==> config.mk <==
export PLATFORM = sky130hd
export DESIGN_NAME = fft_run_sequencer
export DESIGN_NICKNAME = d
export VERILOG_FILES = /design/src/rtl/fft_run_sequencer.sv
export SDC_FILE = /design/constraint.sdc
export NUM_CORES = 1
export LEC_CHECK = 0
export ABC_AREA = 1
export BUFFER_PORTS_ARGS = -buffer_cell sky130_fd_sc_hd__buf_2
export CAP_MARGIN = 30
export CELL_PAD_IN_SITES_DETAIL_PLACEMENT = 0
export CELL_PAD_IN_SITES_GLOBAL_PLACEMENT = 1
export CORE_MARGIN = 3
export CORE_UTILIZATION = 33
export DETAILED_ROUTE_END_ITERATION = 12
export GPL_ROUTABILITY_DRIVEN = 1
export GPL_TIMING_DRIVEN = 0
export MAX_ROUTING_LAYER = met4
export PLACE_DENSITY = 0.86
export SLEW_MARGIN = 10
export SYNTH_ARGS = -nofsm -noshare
export SYNTH_HDL_FRONTEND = slang
export SYNTH_SLANG_ARGS = --single-unit
==> constraint.sdc <==
create_clock -name clk -period 1.9 [get_ports clk]
set_input_delay 0.095 -clock clk [delete_from_list [all_inputs] [get_ports clk]]
set_output_delay 0.095 -clock clk [all_outputs]
set_load 0.02 [all_outputs]
==> src/rtl/fft_run_sequencer.sv <==
// Sequencer for one 8-point FFT pass: loads samples into the register file,
// starts the FFT engine, waits (bounded) for completion and strobes result capture.
module fft_run_sequencer #(
    parameter int DATA_WIDTH      = 16,
    parameter int NUM_GPR_REGS    = 1,
    parameter int NUM_COEFFS_REGS = 30,
    parameter int NUM_FFT_REGS    = 32,
    parameter int TIMEOUT_CYCLES  = 255,
    localparam int ADDR_W = $clog2(NUM_GPR_REGS + NUM_COEFFS_REGS + NUM_FFT_REGS)
) (
    input  logic                  clk,
    input  logic                  arst_n,
    input  logic                  start,
    output logic                  busy,
    output logic                  done,
    output logic                  timeout_err,
    input  logic                  s_valid,
    output logic                  s_ready,
    input  logic [DATA_WIDTH-1:0] s_real,
    input  logic [DATA_WIDTH-1:0] s_imag,
    input  logic                  h_valid,
    output logic                  h_ready,
    input  logic [ADDR_W-1:0]     h_addr,
    input  logic                  h_write_en,
    input  logic [DATA_WIDTH-1:0] h_wdata,
    output logic [ADDR_W-1:0]     m_addr,
    output logic                  m_write_en,
    output logic [DATA_WIDTH-1:0] m_wdata,
    output logic                  mm_fft_done,
    output logic                  fft_start,
    input  logic                  fft_done,
    output logic [2:0]            dbg_state
);

    localparam int FFT_POINTS = NUM_FFT_REGS / 4;
    localparam int RIN_BASE   = NUM_GPR_REGS + NUM_COEFFS_REGS;
    localparam int IIN_BASE   = RIN_BASE + FFT_POINTS;
    localparam int K_W        = (FFT_POINTS > 1) ? $clog2(FFT_POINTS) : 1;
    localparam int TMR_BITS   = $clog2(TIMEOUT_CYCLES + 1);
    localparam int TMR_W      = (TMR_BITS > 8) ? TMR_BITS : 8;

    localparam logic [K_W-1:0]   LAST_K  = K_W'(FFT_POINTS - 1);
    localparam logic [TMR_W-1:0] TMR_MAX = TMR_W'(TIMEOUT_CYCLES);

    typedef enum logic [2:0] {
        IDLE    = 3'd0,
        LOAD_RE = 3'd1,
        LOAD_IM = 3'd2,
        SETTLE  = 3'd3,
        RUN     = 3'd4,
        CAPTURE = 3'd5,
        DONE    = 3'd6
    } state_t;

    state_t                  state_q, state_d;
    logic [K_W-1:0]          k_q, k_d;
    logic [TMR_W-1:0]        timer_q, timer_d;
    logic [DATA_WIDTH-1:0]   hold_q, hold_d;
    logic                    terr_q, terr_d;
    logic [ADDR_W-1:0]       addr_q, addr_d;

    logic                    run_first;
    logic                    timeout_hit;
    logic [ADDR_W-1:0]       rin_addr;
    logic [ADDR_W-1:0]       iin_addr;

    assign rin_addr  = ADDR_W'(RIN_BASE) + ADDR_W'(k_q);
    assign iin_addr  = ADDR_W'(IIN_BASE) + ADDR_W'(k_q);
    // Timer is cleared on RUN entry and bumped every RUN cycle without a completion,
    // so zero identifies the first RUN cycle.
    assign run_first = (timer_q == '0);

    always_ff @(posedge clk or negedge arst_n) begin
        if (!arst_n) begin
            state_q <= IDLE;
            k_q     <= '0;
            timer_q <= '0;
            hold_q  <= '0;
            terr_q  <= 1'b0;
            addr_q  <= '0;
        end else begin
            state_q <= state_d;
            k_q     <= k_d;
            timer_q <= timer_d;
            hold_q  <= hold_d;
            terr_q  <= terr_d;
            addr_q  <= addr_d;
        end
    end

    always_comb begin
        state_d     = state_q;
        k_d         = k_q;
        timer_d     = timer_q;
        hold_d      = hold_q;
        terr_d      = terr_q;
        addr_d      = addr_q;
        timeout_hit = 1'b0;
        h_ready     = 1'b0;
        s_ready     = 1'b0;
        m_addr      = addr_q;
        m_write_en  = 1'b0;
        m_wdata     = hold_q;
        fft_start   = 1'b0;
        mm_fft_done = 1'b0;
        done        = 1'b0;

        unique case (state_q)
            IDLE: begin
                // Host owns the register-file port; a host access in the start cycle completes.
                h_ready    = 1'b1;
                m_addr     = h_addr;
                m_write_en = h_valid & h_write_en;
                m_wdata    = h_wdata;
                if (start) begin
                    state_d = LOAD_RE;
                    k_d     = '0;
                    terr_d  = 1'b0;
                end
            end
            LOAD_RE: begin
                s_ready = 1'b1;
                if (s_valid) begin
                    m_write_en = 1'b1;
                    m_addr     = rin_addr;
                    m_wdata    = s_real;
                    addr_d     = rin_addr;
                    hold_d     = s_imag;
                    state_d    = LOAD_IM;
                end
            end
            LOAD_IM: begin
                m_write_en = 1'b1;
                m_addr     = iin_addr;
                m_wdata    = hold_q;
                addr_d     = iin_addr;
                if (k_q == LAST_K) begin
                    state_d = SETTLE;
                end else begin
                    k_d     = k_q + K_W'(1);
                    state_d = LOAD_RE;
                end
            end
            SETTLE: begin
                timer_d = '0;
                state_d = RUN;
            end
            RUN: begin
                // fft_done in the first cycle belongs to the previous run and is ignored.
                fft_start = run_first;
                if (fft_done && !run_first) begin
                    state_d = CAPTURE;
                end else if (timer_q == TMR_MAX) begin
                    timeout_hit = 1'b1;
                    terr_d      = 1'b1;
                    state_d     = DONE;
                end else begin
                    timer_d = timer_q + TMR_W'(1);
                end
            end
            CAPTURE: begin
                // No write here: the register file lets writes win over capture.
                mm_fft_done = 1'b1;
                state_d     = DONE;
            end
            DONE: begin
                done    = 1'b1;
                state_d = IDLE;
            end
            default: begin
                state_d = IDLE;
            end
        endcase
    end

    assign busy        = (state_q != IDLE);
    assign timeout_err = terr_q | timeout_hit;
    assign dbg_state   = state_q;

endmodule

==> results_dict.tcl, run 1 <==
set metrics [dict create \
    fp.dieW_um 91.26 \
    min_from "s_imag[12]" \
    dp_cells 540 \
    r2r_slack_ns 0.36 \
    drc 0 \
    fin_area_sq_um 3376 \
    yosysTopAreaCell "dfrtp_1" \
    cpMostUsedCell "nor2_4" \
    cp-start-kind "register" \
    status "finished, final reports clean" \
    post-place-ws_ns 0.1152 \
    whs_ns 0.004691 \
    wl_um 6895 \
    cts_tree "yes" \
    crit_chain "nor2_4 -> nand2_4 -> nor2_4 -> buf_4 -> nand2_1 -> nand3_1 -> buf_2" \
    crit_family "simple AND/OR/NAND/NOR gates" \
    critPathArrivalTime_ns 1.74 \
    grt_pass1_wl_um 11520 \
    synth_edf_count 0 \
    total_leakage_power_nw 1.852 \
    clock-sinks 37 \
    drt_iter0_markers 93 \
    cts_max_level 2 \
    worstHoldPathType "primary input to register" \
    cpPeakStageDelay_ns 0.45 \
    rr_endpoint "timer_q[0]" \
    setup_violations 0 \
    synth_area_leaders "dfrtp_1, nand2_1, nand3_1, inv_1, ha_1" \
    postSynthAreaPerCell_sq_um 6.814 \
    crit_buf_inv 2 \
    period_share 0.9669 \
    syn-cell-area_sq_um 2399 \
    netlist_instances 352 \
    rsz0062_at_grt "yes" \
    crit_slowest_cell "dfrtp_2" \
    path_class "register to primary output" \
    tightest_slew_ns 0.8705 \
    hold_end "hold_q[12]" \
    fillers 741 \
    drv_slew 0 \
    firstDrtPassIters 4 \
    io_buffers 92 \
    clock_latency_ns 0.30 \
    skew_ns 0.006294 \
    core_sq_um 6907 \
    hpwl_um 5082 \
    hold_viol 0 \
    layout.cells.non_filler 572 \
    async_flop_share 1.000 \
    grt_max_degree 38 \
    ff2ff_path_depth 9 \
    place.gp.congestion 0.8363 \
    yosys.area.top_type_share 0.3860 \
    clock.fmax_mhz 544.3 \
    root_buffer "clkbuf_8" \
    grt-ovfl-total 0 \
    dieArea_sq_um 8327 \
    cts_made_buffers 5 \
    start_util 0.3473 \
    powerDensity_nw_per_um2 1605 \
    antenna_found_initial 0 \
    vias 2610 \
    placed_cell_area_sq_um 2979 \
    synth_warnings 0 \
    synth-seq-area-share 0.3860 \
    crit_path_end_kind "primary output" \
    synthFlopType "dfrtp_1" \
    cts.clk_slew.worst_paths_ns 0.08 \
    clockBufferDepth 2 \
    nNetsFinal 542 \
    cap_violations 0 \
    grt_pass1_vias 2487 \
    areaGrowthSynthToFinish_pct 40.74 \
    synth_cell_types 28 \
    io_pins 94 \
    whs_path_depth 3 \
    fin_crit_ns 1.837 \
    fin_ws_ns 0.06292 \
    grt_usage 0.1754 \
    ys_seq_elements 37 \
    num_rows 30 \
    dieHeight_um 91.26 \
    slew_headroom 0.4197 \
    diodes 0 \
    crit_required_ns 1.80 \
    drive_gt1_frac 0.3130 \
    wl_per_cell_um 12.05 \
    antenna_left 0 \
    via_per_inst 4.563 \
    r2r-start "timer_q[1]" \
    peakVddDrop_v 0.0009553 \
    crit_path_max_fanout 10 \
    syn_nets 419 \
]
-- worst max path at each step --
stage | from | endpoint | slack [ns] | cells past startpoint
floorplan | dbg_state[2] | m_write_en | 0.20 | 6
global placement | dbg_state[2] | m_addr[4] | 0.13 | 7
finish | dbg_state[1] | m_wdata[9] | 0.06 | 7
global route | dbg_state[2] | m_wdata[9] | -0.02 | 7
detailed placement | dbg_state[2] | m_addr[4] | 0.12 | 7
CTS | dbg_state[2] | m_addr[1] | 0.0004 | 7
-- synth_stat cells, types with 2 or more instances --
cell type,n
a21oi_1,5
buf_2,6
buf_6,2
dfrtp_1,37
ha_1,6
inv_1,26
inv_2,4
nand2_1,169
nand2_2,5
nand3_1,38
nand3_2,2
nand4_1,6
nor2_1,18
nor2_4,4
nor3b_1,2
o211ai_1,4
o21ai_0,7
-- cells by family (layout without fill, tap and decap cells) --
logic type,count (synthesis),count (layout),synth area share
buffers and inverters,39,163,0.07042
flip-flops,37,37,0.3860
AO/OA/AOI/OAI,17,17,0.04069
adder cells (fa/ha/maj),6,6,0.03130
AND/OR/NAND/NOR,252,252,0.4679
XOR/XNOR,1,1,0.003652
-- worst min-delay path, cell delays in order --
cell,delay (ns)
buf_2,0.07
nand2_1,0.04
nand2_1,0.06
-- flip-flops by register name, indices dropped and copies added, names as in the netlist --
register   count
k_q            3
dbg_state      3
hold_q        16
addr_q         6
terr_q         1
timer_q        8
-- layer usage --
layer  global-route usage  wire length (um)  up-vias  share of wire
li1                     -                 -     1357              -
met1               0.2255              3144     1200           0.46
met2               0.2863              3465       48           0.50
met3              0.02983               217        5          0.031
met4              0.04774                68        0         0.0099
met5                    -                 0        -              0
-- through the flow --
stage / total power [mW] / TNS [ns] / utilization
2_1_floorplan: 3.449 / 0 / -
3_3_place_gp: 4.378 / 0 / 0.4313
3_5_place_dp: 4.433 / 0 / 0.4313
4_1_cts: 5.293 / 0 / 0.4745
5_1_grt: 5.891 / -0.09303 / 0.4888
6_report: 5.419 / 0 / 0.4888
-- placed cells by master, fill, tap and decap left out --
cell type and count:
nor3_1 1, nor3b_1 2, nand2_1 166, nand3_4 1, o21ai_0 7, or2_2 1, nand3_2 2, nand2_2 7
nor2_2 2, a21oi_1 5, nand2_8 1, inv_1 23, ha_1 6, o31ai_1 1, inv_2 4, nand2_4 2
nor2_1 16, clkbuf_8 6, nor2_4 5, o211ai_1 4, and2_4 1, xor2_1 1, buf_6 5, buf_4 15
dlygate4sd3_1 14, nand4_1 6, or2_1 1, clkbuf_1 2, dfrtp_1 34, inv_4 3, nand3_1 38, bufinv_16 1
buf_2 90, dfrtp_2 3
-- timing repair --
action	4_1_cts	5_1_grt
pin swaps	1	3
setup buffers	3	7
resized for setup	10	18
hold buffers	14	0
endpoints found under the setup margin	24	20
endpoints found under the hold margin	50	0
-- layout make-up --
cell class / count / area [sq um] / area share
inverters: 30 / 120.1 / 0.03558
multi-input cells: 276 / 1326 / 0.3929
flip-flops and latches: 37 / 929.6 / 0.2754
repair buffers: 116 / 683.2 / 0.2024
clock inverters: 1 / 30.03 / 0.008895
well taps: 96 / 120.1 / 0.03558
clock buffers: 7 / 86.33 / 0.02557
plain buffers: 9 / 80.08 / 0.02372
-- report_power, final --
| part | switching (mW) | internal (mW) |
|---|---|---|
| Sequential | 0.222 | 1.10 |
| Combinational | 2.14 | 1.24 |
| Clock | 0.292 | 0.428 |
| Total | 2.65 | 2.77 |
Power figures use the tool's default switching activity.
==> run 2, diff against run 1 <==
MAX_ROUTING_LAYER = not set   (was met4)
==> run 2 against run 1 <==
Compared with the run above:
- first-iteration DRC count shrank 8.6%
- worst hold slack is essentially flat
- critical path depth is the same
- core utilization is the same
- highest routed layer unchanged
- worst setup slack is essentially flat
- clock skew is essentially flat
==> results_dict.tcl, run 2 (synthesized netlist as in run 1, its figures left out) <==
set metrics [dict create \
    io_pins 94 \
    crit_slowest_cell "dfrtp_2" \
    drv_slew 0 \
    layout_common_cells "nand2_1, buf_2, nand3_1" \
    root_buffer "clkbuf_8" \
    via_per_inst 4.561 \
    r2r_slack_ns 0.36 \
    fin_crit_ns 1.837 \
    worstHoldPathType "primary input to register" \
    core_sq_um 6907 \
    crit_chain "nor2_4 -> nand2_4 -> nor2_4 -> buf_4 -> nand2_1 -> nand3_1 -> buf_2" \
    clock.fmax_mhz 544.3 \
    crit_path_end_kind "primary output" \
    hpwl_um 5082 \
    r2r-start "timer_q[1]" \
    drt_iter0_markers 85 \
    grt_usage 0.1705 \
    drc 0 \
    areaGrowthSynthToFinish_pct 40.74 \
    fillers 741 \
    num_rows 30 \
    cts_tree "yes" \
    antenna_found_initial 0 \
    slew_headroom 0.4203 \
    grt-ovfl-total 0 \
    diodes 0 \
    hold_end "hold_q[12]" \
    regArea_sq_um 929.6 \
    hold_viol 0 \
    cpPeakStageDelay_ns 0.45 \
    io_buffers 92 \
    crit_required_ns 1.80 \
    period_share 0.9670 \
    fp.dieW_um 91.26 \
    drive_gt1_frac 0.3130 \
    utilization 0.4888 \
    nNetsFinal 542 \
    total_leakage_power_nw 1.852 \
    wl_per_cell_um 12.07 \
    antenna_left 0 \
    path_class "register to primary output" \
    firstDrtPassIters 4 \
    whs_path_depth 3 \
    dieArea_sq_um 8327 \
    rr_endpoint "timer_q[0]" \
    vias 2609 \
    ff2ff_path_depth 9 \
    cts_max_level 2 \
    status "finished, final reports clean" \
    powerDensity_nw_per_um2 1606 \
    wl_um 6902 \
    min_from "s_imag[12]" \
    grt_pass1_vias 2489 \
    fin_tns_setup_ns 0 \
    layout_commonest_cell "nand2_1" \
    largest_register_ffs 16 \
    setup_violations 0 \
    skew_ns 0.006337 \
    cpMostUsedCell "nor2_4" \
    multi_input_area_sq_um 1326 \
    grt_pass1_wl_um 11500 \
    regMostFlops "hold_q" \
    peakVddDrop_v 0.0009559 \
    tightest_slew_ns 0.8695 \
    cts.clk_slew.worst_paths_ns 0.08 \
    cap_violations 0 \
    cp-start-kind "register" \
    rsz0062_at_grt "yes" \
    crit_path_max_fanout 10 \
    clockBufferDepth 2 \
    cts_made_buffers 5 \
    clock-sinks 37 \
    clock_latency_ns 0.30 \
    whs_ns 0.004268 \
    place.gp.congestion 0.8240 \
    biggestRegsByFlops "hold_q x16, timer_q x8, addr_q x6" \
    grt_max_degree 38 \
    dieHeight_um 91.26 \
    critPathArrivalTime_ns 1.74 \
    start_util 0.3473 \
]
[run 2: cell counts in the layout (fill, tap and decap cells not counted)]
No cell type changed its count.
[run 2: how the worst max path moves through the flow]
stage | start | end | slack [ns] | cells after the start
CTS | dbg_state[2] | m_addr[1] | 0.0004 | 7
finish | dbg_state[1] | m_wdata[9] | 0.06 | 7
floorplan | dbg_state[2] | m_write_en | 0.20 | 6
global placement | dbg_state[2] | m_addr[4] | 0.13 | 7
detailed placement | dbg_state[2] | m_addr[4] | 0.12 | 7
global route | dbg_state[2] | m_wdata[9] | -0.02 | 7
[run 2: critical path, delay by kind of cell (launching register included)]
kind                   cells  cell delay [ns]
DFF                        1             0.45
and+or+nand+nor            5             0.63
buffers and inverters      2             0.37
[run 2: area by class of cell]
| cell class | instances | share of cell area |
|---|---|---|
| buffer | 9 | 0.02372 |
| clock buffer | 7 | 0.02557 |
| clock inverter | 1 | 0.008895 |
| inverter | 30 | 0.03558 |
| multi-input combinational | 276 | 0.3929 |
| sequential | 37 | 0.2754 |
| tap | 96 | 0.03558 |
| timing repair buffer | 116 | 0.2024 |
[run 2: per-stage QoR]
| step | instance area, sq um | setup slack, ns | total power, mW | cells |
|---|---|---|---|---|
| 3_3_place_gp | 2979 | 0.1271 | 4.378 | 540 |
| 4_1_cts | 3277 | 0.0003678 | 5.293 | 565 |
| 2_1_floorplan | 2399 | 0.1998 | 3.449 | 352 |
| 6_report | 3376 | 0.06265 | 5.420 | 572 |
| 3_5_place_dp | 2979 | 0.1152 | 4.433 | 540 |
| 5_1_grt | 3376 | -0.02499 | 5.890 | 572 |
[run 2: metal layers]
metal  up-vias  wire [um]  track usage  part of all wire
met3         5        229      0.03148             0.033
met5         -          0            0                 0
met2        50       3456       0.2869              0.50
li1       1358          -            -                 -
met1      1196       3147       0.2234              0.46
met4         0         68      0.04774            0.0099
[run 2: repair_timing]
item                                    4_1_cts  5_1_grt
endpoints found under the setup margin       24       20
hold buffers                                 14        0
endpoints found under the hold margin        50        0
setup buffers                                 3        7
pin swaps                                     1        3
gates cloned                                  0        0
resized for setup                            10       18
[run 2: power by group]
part	switching [mW]	internal (mW)	total, mW
registers	0.222	1.10	1.32
clock network	0.293	0.428	0.721
logic	2.14	1.24	3.38
